<file path="src/rtl/ff_lab_pkg.sv">
// rtl/ff_lab_pkg.sv - shared types and constants for the flip-flop lab checkers
package ff_lab_pkg;

   typedef enum logic [2:0] {IDLE, FLUSH, RUN, DRAIN, DONE} state_t;

   localparam int         FLUSH_CYCLES = 2;
   localparam int         PIPE_DEPTH   = 2;
   localparam logic [7:0] LFSR_TAPS    = 8'hB8;

   // D_out / Q_in bit positions of the three converted flip-flops
   localparam int SR_BIT = 0;
   localparam int JK_BIT = 1;
   localparam int T_BIT  = 2;

   typedef struct packed {
      logic       valid;
      logic [2:0] expected;
      logic [7:0] idx;
   } chk_stage_t;

endpackage

</file>
<file path="src/rtl/lfsr8.sv">
// rtl/lfsr8.sv - 8-bit Fibonacci LFSR, shift left with feedback into bit0
module lfsr8
   import ff_lab_pkg::*;
(
   input  logic       CLK,
   input  logic       RST,
   input  logic       load,
   input  logic [7:0] seed,
   input  logic       advance,
   output logic [7:0] q
);

   logic [7:0] q_q, q_d;

   always_comb begin
      q_d = q_q;
      if (load) begin
         q_d = seed;
      end else if (advance) begin
         q_d = {q_q[6:0], ^(q_q & LFSR_TAPS)};
      end
   end

   always_ff @(posedge CLK) begin
      if (RST) begin
         q_q <= 8'h01;
      end else begin
         q_q <= q_d;
      end
   end

   assign q = q_q;

endmodule

</file>
<file path="config.mk">
export PLATFORM = sky130hd
export DESIGN_NAME = lfsr8
export DESIGN_NICKNAME = d
export VERILOG_FILES = /design/src/rtl/ff_lab_pkg.sv /design/src/rtl/lfsr8.sv
export SDC_FILE = /design/constraint.sdc
export NUM_CORES = 1
export LEC_CHECK = 0
export BUFFER_PORTS_ARGS = -buffer_cell sky130_fd_sc_hd__buf_2
export CELL_PAD_IN_SITES_DETAIL_PLACEMENT = 1
export CELL_PAD_IN_SITES_GLOBAL_PLACEMENT = 1
export CORE_MARGIN = 10
export CORE_UTILIZATION = 28
export CTS_BUF_LIST = sky130_fd_sc_hd__clkbuf_16
export CTS_CLUSTER_DIAMETER = 50
export CTS_CLUSTER_SIZE = 10
export DETAILED_ROUTE_END_ITERATION = 8
export GPL_TIMING_DRIVEN = 0
export HOLD_SLACK_MARGIN = 0.12
export PLACE_DENSITY_LB_ADDON = 0.1
export SLEW_MARGIN = 20
export SYNTH_ARGS = -nofsm -noshare
export SYNTH_HDL_FRONTEND = slang
export SYNTH_SLANG_ARGS = --single-unit
</file>
<file path="constraint.sdc">
create_clock -name CLK -period 0.9 [get_ports CLK]
set_clock_uncertainty 0.05 [all_clocks]
set_input_delay 0.09 -clock CLK [delete_from_list [all_inputs] [get_ports CLK]]
set_output_delay 0.09 -clock CLK [all_outputs]
set_load 0.05 [all_outputs]
</file>
==> impl_results.md <==
* Status: complete, but fails checks
* Violated checks: negative setup slack
* Max-Cap Viols at 0
* Most frequent cell after synthesis: dfxtp_1
* Final Worst Setup Slack at -0.09228 ns
* Startpoint Class: register
* Least-Margin Pin Slew at 0.2804 ns
* Largest stage delay, worst path at 0.35 ns
* Largest net degree at the start of global routing at 11
* Layout cell share with drive strength beyond 1 at 61.54%
* Final Util at 57.69%
* Initial DRC Count at 6
* Chip width at 58.87 um
* Top cells by count, synth: 8 x dfxtp_1, 7 x mux2_2, 7 x mux2i_1, 7 x nor2_1
* Rows at 13
* CTS Sinks at 8
* Boundary Pins at 20
* Seq cells post-synth at 8
* Max Clock Freq at 1.008 GHz
* Clk buf depth at 2
* RePlAce Congestion at 0.6470
* Die area at 3465 um2
* Ant. Diodes at 0
* CTS buffer count at 3
* Mapped Nets at 51
* Post-Route WL at 1298 um
* Synth Instances at 39
* Buf/Inv on CP at 0
* Root Buffer: clkbuf_16
* Total grt overflow at 0
* Largest area contributor in the synthesized netlist: dfxtp_1
* CTS tree: built
* Syn_area_per_cell at 10.84 um2
* Area Overhead vs Synth at 86.39%
* Starting Density at 30.95%
* EDFF count, synth at 0
* Leakage at 0.0003662 uW
* Most common flop cell mapped by yosys: dfxtp_1
* Final Max Tran Viols at 0
* Area fraction of the dominant cell type after synthesis at 37.87%
* Required @ worst endpoint at 0.97 ns
* Global-route wire length before repair at 2070 um
* Part of the Yosys area used for sequential elements at 37.87%
* Synth unique cells at 12
* IO Port Bufs at 16
* Final setup fails at 8
* Power density cells at 1895 nW/um2
* Hold Crit Class: input port to register
* Avg WL per Cell at 16.23 um
* CP Max Fanout at 3
* Min Clock Period, post-route at 0.9923 ns
* RSZ-0062 raised after global routing: true
* Antenna-violating nets left at 0
* Fin nets at 79
* Antenna violations before repair at 0
* Worst Setup End Kind: register
* Main area contributors after synthesis: dfxtp_1 38%, mux2_2 19%, mux2i_1 17%
* Crit path max-delay family: multiplexers
* Number of global-route vias before repair at 441
* Yosys warns at 0
* Core region area at 1366 um2
* DIE HEIGHT at 58.87 um
* Max reg flops at 8
* Crit Path Class: register to register
* Clk_lat worst skew at 0.23 ns
* Final period util at 110.3%
* Synthesized cell area at 422.9 um2
* CTS clock-pin slew for the worst setup and hold paths at 0.04 ns
* Worst path slowest cell: dfxtp_4
* Dpl cell area at 563.0 um2
* Worst EP arrival at 1.06 ns
* Vias/cell at 4.888
* GRT Resource Usage Total at 7.643%
* Setup_tns at -0.4543 ns
* 1st-pass router iterations at 2
* Final cell count without fillers at 80
* # DRC at 0
* H-Tree Depth at 1
* Critical-path cell list: mux2_4, mux2i_1, nor2_1
* Final hold violations at 0
* Async set-or-reset flop fraction in the synthesized netlist at 0%
* Worst VDD drop at 0.001324 V
* Setup WS pre-CTS at -0.06307 ns
* DP Cell Count at 70
* Via count at 391
* Relative slew slack at 81.10%
* Final instance area at 788.3 um2
-- path summary, 6_finish.rpt --
path,start,endpoint,slack (ns),cells after the start
worst max-delay path,q[7],q[7],-0.09,3
worst min-delay path,RST,q[6],0.11,2
worst max register to register,q[7],q[7],-0.09,3
worst min register to register,q[0],q[0],0.51,2
-- routing by layer --
metal	routed length [um]	GRT usage, %	vias to the layer above
li1	-	-	189
met1	517	7.841	188
met2	667	12.31	14
met3	114	6.009	0
met4	0	0.9836	0
met5	0	0	-
-- layout by cell type (no fill, tap or decap) --
master / instances
a21oi_2: 1
buf_2: 8
buf_6: 7
buf_8: 3
clkbuf_16: 3
clkbuf_2: 1
dfxtp_4: 8
dlygate4sd3_1: 7
mux2_2: 3
mux2_4: 4
mux2i_1: 7
nor2_1: 7
nor3b_1: 1
o41ai_2: 1
or3b_1: 1
xnor2_1: 1
xor2_1: 1
xor2_2: 1
-- report_power, final --
group          internal, uW  total, uW  switching, uW
Combinational           169        337            168
Sequential              378        411           33.0
Clock                   573        746            173
-- cell type report --
class,count,area [um2]
sequential,8,190.2
buffer,3,27.53
tap,15,18.77
multi-input combinational,28,265.3
fill,146,578.1
timing repair buffer,23,211.5
clock buffer,3,75.07
-- logic make-up (layout without fill, tap and decap cells) --
kind of cell	Yosys count	after routing	share of synthesized area, %
muxes	14	14	35.21
and+or+nand+nor	9	9	10.06
DFF	8	8	37.87
xor gates and xnor gates	3	3	6.214
buffers and inverters	3	29	6.507
AOI/OAI and AO/OA	2	2	4.143
-- what timing repair did --
action                                  4_1_cts  5_1_grt
endpoints found under the setup margin       16       12
hold buffers                                  7        0
hold endpoints to repair                      7        0
gates resized for setup                      14        9
pin swaps                                     1        2
setup buffers                                 0        0
-- stage by stage --
step	hold slack (ns)	total power (uW)
detailed placement	0.2856	674.5
global route	0.1664	1562
finish	0.1139	1494
global placement	0.2717	664.6
CTS	0.1351	1488
floorplan	0.1855	610.6
(Power assumes the default switching activity.)
